<file path="config.mk">
export PLATFORM = sky130hd
export DESIGN_NAME = fetch_ctrl
export DESIGN_NICKNAME = d
export VERILOG_FILES = /design/src/rtl/fetch_pkg.sv /design/src/rtl/pc_addr_check.sv /design/src/rtl/fetch_ctrl.sv
export SDC_FILE = /design/constraint.sdc
export NUM_CORES = 1
export LEC_CHECK = 0
export BUFFER_PORTS_ARGS = -buffer_cell sky130_fd_sc_hd__buf_4
export CAP_MARGIN = 0
export CORE_ASPECT_RATIO = 1.5
export CORE_MARGIN = 3
export CORE_UTILIZATION = 30
export CTS_BUF_LIST = sky130_fd_sc_hd__clkbuf_8
export CTS_CLUSTER_DIAMETER = 150
export DETAILED_ROUTE_END_ITERATION = 16
export GPL_ROUTABILITY_DRIVEN = 0
export HOLD_SLACK_MARGIN = 0.06
export PLACE_DENSITY = 0.57
export SKIP_CTS_REPAIR_TIMING = 1
export SYNTH_ARGS = -nofsm -noshare
export SYNTH_HDL_FRONTEND = slang
export SYNTH_SLANG_ARGS = --single-unit
</file>
<file path="constraint.sdc">
create_clock -name clk -period 1.83 [get_ports clk]
set_clock_uncertainty 0.2 [all_clocks]
set_input_delay 0.0915 -clock clk [delete_from_list [all_inputs] [get_ports clk]]
set_output_delay 0.0915 -clock clk [all_outputs]
set_load 0.005 [all_outputs]
</file>
<file path="src/rtl/fetch_pkg.sv">
// fetch_pkg: shared constants and state/source encodings for the fetch-stage next-PC logic.
package fetch_pkg;
    localparam logic [31:0] PC_RESET  = 32'h0000_3000;
    localparam logic [31:0] EXC_ENTRY = 32'h0000_4180;
    localparam logic [31:0] TEXT_LO   = 32'h0000_3000;
    localparam logic [31:0] TEXT_HI   = 32'h0000_6FFC;

    typedef enum logic {RUN, PEND} state_e;
    typedef enum logic {SRC_BR, SRC_ERET} src_e;
endpackage

</file>
<file path="src/rtl/pc_addr_check.sv">
// pc_addr_check: flags word-misaligned or out-of-text-range addresses.
//   addr : address under test
//   adel : 1 when addr is misaligned, below TEXT_LO or above TEXT_HI (unsigned)
module pc_addr_check
    import fetch_pkg::*;
(
    input  logic [31:0] addr,
    output logic        adel
);
    assign adel = (addr[1:0] != 2'b00) || (addr < TEXT_LO) || (addr > TEXT_HI);
endmodule

</file>
<file path="src/rtl/fetch_ctrl.sv">
// fetch_ctrl: next-PC sequencer for the fetch stage.
//   clk, reset              : clock, asynchronous active-high reset
//   F_pc                    : current PC
//   stall                   : F/D stall request
//   D_br_take, D_br_target  : taken branch/jump resolved in D and its target
//   req                     : exception/interrupt accepted
//   eret, EPC               : eret committing and its return address
//   npc                     : value the PC loads at the next edge
//   pc_stall                : PC hold enable
//   FD_flush                : clears the F/D register
//   F_exc_adel              : fetch address error for F_pc
module fetch_ctrl
    import fetch_pkg::*;
(
    input  logic        clk,
    input  logic        reset,
    input  logic [31:0] F_pc,
    input  logic        stall,
    input  logic        D_br_take,
    input  logic [31:0] D_br_target,
    input  logic        req,
    input  logic        eret,
    input  logic [31:0] EPC,
    output logic [31:0] npc,
    output logic        pc_stall,
    output logic        FD_flush,
    output logic        F_exc_adel
);
    state_e      state_q, state_d;
    src_e        src_q, src_d;
    logic [31:0] pend_q, pend_d;
    logic [31:0] pc_plus4;

    assign pc_plus4 = F_pc + 32'd4;

    pc_addr_check u_chk (
        .addr(F_pc),
        .adel(F_exc_adel)
    );

    always_ff @(posedge clk or posedge reset) begin
        if (reset) begin
            state_q <= RUN;
            src_q   <= SRC_BR;
            pend_q  <= '0;
        end else begin
            state_q <= state_d;
            src_q   <= src_d;
            pend_q  <= pend_d;
        end
    end

    always_comb begin
        state_d  = state_q;
        src_d    = src_q;
        pend_d   = pend_q;
        npc      = pc_plus4;
        pc_stall = 1'b0;
        FD_flush = 1'b0;
        if (reset) begin
            npc = PC_RESET;
        end else if (req) begin
            // Exception entry beats stall and drops any held redirect.
            npc      = EXC_ENTRY;
            FD_flush = 1'b1;
            state_d  = RUN;
            src_d    = SRC_BR;
            pend_d   = '0;
        end else if (stall) begin
            pc_stall = 1'b1;
            if (eret) begin
                pend_d  = EPC;
                src_d   = SRC_ERET;
                state_d = PEND;
            end else if (D_br_take && (state_q == RUN || src_q == SRC_BR)) begin
                // A held eret is never displaced by a younger branch.
                pend_d  = D_br_target;
                src_d   = SRC_BR;
                state_d = PEND;
            end
        end else begin
            state_d = RUN;
            if (eret) begin
                npc      = EPC;
                FD_flush = 1'b1;
            end else if (D_br_take) begin
                npc = D_br_target;
            end else if (state_q == PEND) begin
                npc      = pend_q;
                FD_flush = (src_q == SRC_ERET);
            end
        end
    end
endmodule

</file>
==> reports/qor.csv <==
stage,metric,value,unit
logic_synthesis,yosys.area.top_type,dfrtp_1,
global_route,use_met2,41.3,%
global_route,grt_pass1_wl,24300,µm
die,start_util,30.9,%
outcome,failed_checks,"hold timing, setup timing",
clock_tree,h-tree-depth,2,
timing,tightest_slew,0.423,ns
route,drcViolationCount,0,
clock_tree,cts-buffers-inserted,5,
logic_synthesis,yosys.cell_count.top_type,nand2_1,
timing,timing.setup.tns,-7.19,ns
die,row_count,48,
clock_tree,cts_buffer_depth,2,
timing,finalSetupViolCount,55,
timing,finalCritPeriodShare,118,%
placement,port_buffers,136,
logic_synthesis,synth_cells,470,
logic_synthesis,async_reset_ff_share,100,%
die,die_x,95.0,µm
logic_synthesis,syn_nets,573,
route,vias,4976,
pwr,leakage,2.81,nW
finish,fin_nets,819,
timing,finalMaxSlewViolations,0,
route,avgViaCountPerCell,5.75,
pwr,powerDensity,448,mW/mm²
logic_synthesis,ys_ff_latch,34,
route,wl_per_cell,20.6,µm
die,die_area,0.0132,mm²
global_route,grt-ovfl-total,0,
logic_synthesis,synth_top_area_share,23.9,%
timing,min_period,2.15,ns
die,coreArea,0.0115,mm²
finish,syn2layout_area_growth,78.3,%
global_route,met1_usage,28.9,%
finish,drive_above_1_share,41.6,%
setup_path,startpoint_type,flip-flop,
global_route,grt_use_total,23.8,%
die,die_h,139,µm
global_route,grt_max_degree,33,
logic_synthesis,synth-edff-count,0,
global_route,antenna_found_initial,0,
pwr,ir_drop,241,µV
route,wl,17900,µm
run,maxCapViolCount,0,
outcome,run_status,finished with violations,
logic_synthesis,synth.top_cells.by_area,"dfrtp_1 24%, mux2i_1 8.1%, nand2_1 7.5%",
setup_path,criticalPathCategory,reg2out,
worst_hold_path,hold_path_class,in2reg,
logic_synthesis,yosysSeqAreaShare,23.9,%
global_route,busiest_layer,met2,
logic_synthesis,avgSynthCellArea,7.58,µm²
setup_path,cp.arrival,1.86,ns
clock_tree,root_buffer,clkbuf_8,
setup_path,end_kind,output pin,
clock_tree,cts_tree,yes,
clock_tree,clock_latency,0.30,ns
timing,grt_setup_unrepaired,true,
logic_synthesis,synth_common_cells,"71 x nand2_1, 34 x dfrtp_1, 33 x a21oi_1, 33 x nor2_1, 29 x mux2i_1",
route,dr.first_iter.drc_count,356,
finish,finish.utilization,55.1,%
clock_tree,cts.clk_slew.worst_paths,0.07,ns
setup_path,ff2ff_setup_slack,-0.07,ns
setup_path,crit_fanout,7,
placement,place_hpwl,12200,µm
timing,finalWorstSetupSlack,-0.321,ns
die,io_pins,137,
timing,whs,-0.00451,ns
route,firstDrtPassIters,5,
logic_synthesis,netlist_area,0.00356,mm²
logic_synthesis,ys_warn_count,0,
route,ant_nets,0,
finish,antennaDiodeCount,0,
clock_tree,clock-sinks,34,
timing,max_freq,465,MHz
logic_synthesis,yosys.cell_types.count,50,
logic_synthesis,synth_ff_type,dfrtp_1,
setup_path,required,1.54,ns
timing,slew_headroom,71.8,%
global_route,gr-usage-met3,2.49,%
timing,final_hold_viol_count,1,
global_route,grt_pass1_vias,4541,
## critical path, stage by stage (launching register included)
cell and delay (ns):
dfrtp_2 0.47, nor2b_1 0.17, buf_4 0.19, a221o_1 0.32, o211ai_1 0.08, o211ai_1 0.16
buf_4 0.17
## worst paths after layout
check,start,cells after the start,end
max,state_q$_DFFE_PP0P_,6,npc[16]
min,EPC[0],4,pend_q[0]$_DFFE_PP0P_
max reg2reg,state_q$_DFFE_PP0P_,6,pend_q[24]$_DFFE_PP0P_
min reg2reg,pend_q[1]$_DFFE_PP0P_,2,pend_q[1]$_DFFE_PP0P_
max in group asynchronous,reset,5,state_q$_DFFE_PP0P_
min in group asynchronous,reset,5,pend_q[16]$_DFFE_PP0P_
## area by class of cell
cell class | instances | area, µm²
clock inverters | 2 | 7.51
repair inverters | 1 | 7.51
flip-flops and latches | 34 | 852
well taps | 150 | 188
clock buffers | 5 | 68.8
inverters | 7 | 33.8
fillers | 1107 | 5180
multi-input cells | 388 | 2810
repair buffers | 279 | 2380
## where the power goes
part	internal (mW)	total [mW]	switching, mW
clock	0.252	0.566	0.315
sequential	0.834	0.895	0.0616
combinational	0.701	1.38	0.679
## per-stage QoR
stage	setup slack (ns)	hold slack, ns	instances	instance area [µm²]	power (mW)
3_3_place_gp	-0.154	0.184	790	5240	1.95
5_1_grt	-0.387	0.0722	866	6350	2.97
2_1_floorplan	0.0163	0.0364	470	3590	1.39
3_5_place_dp	-0.160	0.195	790	5240	1.97
6_report	-0.321	-0.00451	866	6350	2.84
4_1_cts	-0.453	-0.138	797	5310	2.53
## flip-flops by register name, indices dropped and copies added (netlist names)
register  count
src_q         1
state_q       1
pend_q       32
## layer usage
layer  vias up  share of wire, %
li1       2272                 -
met1      2421                38
met2       232                52
met3        51               5.8
met4         0               4.2
met5         -                 0
## cell families (layout without fill, tap and decap cells)
logic type | after synthesis | after routing | synth area share (%)
adders and majority gates | 1 | 1 | 0.351
DFF | 34 | 34 | 23.9
buffers and inverters | 48 | 294 | 5.34
muxes | 31 | 31 | 8.78
xor gates and xnor gates | 28 | 28 | 6.88
AOI/OAI and AO/OA | 160 | 160 | 31.9
and+or+nand+nor | 168 | 168 | 22.9
## cells in the final DEF (no fill, tap or decap), drive strengths merged, types with 2 or more instances in the layout
cell type	instances
a21boi	7
a21oi	33
a221o	7
a221oi	16
a222oi	2
a22o	3
a22oi	2
a31oi	2
and3	6
and4	2
buf	219
clkbuf	7
clkinvlp	3
dfrtp	34
dlygate4sd3	58
inv	7
mux2	2
mux2i	29
nand2	71
nand2b	4
nand3	21
nand4	14
nor2	33
nor2b	2
nor3	3
nor4	10
o211ai	5
o21ai	27
o221ai	7
o22ai	12
o31ai	27
xnor2	8
xor2	20
Note: power is estimated with default switching activity, not from simulation.
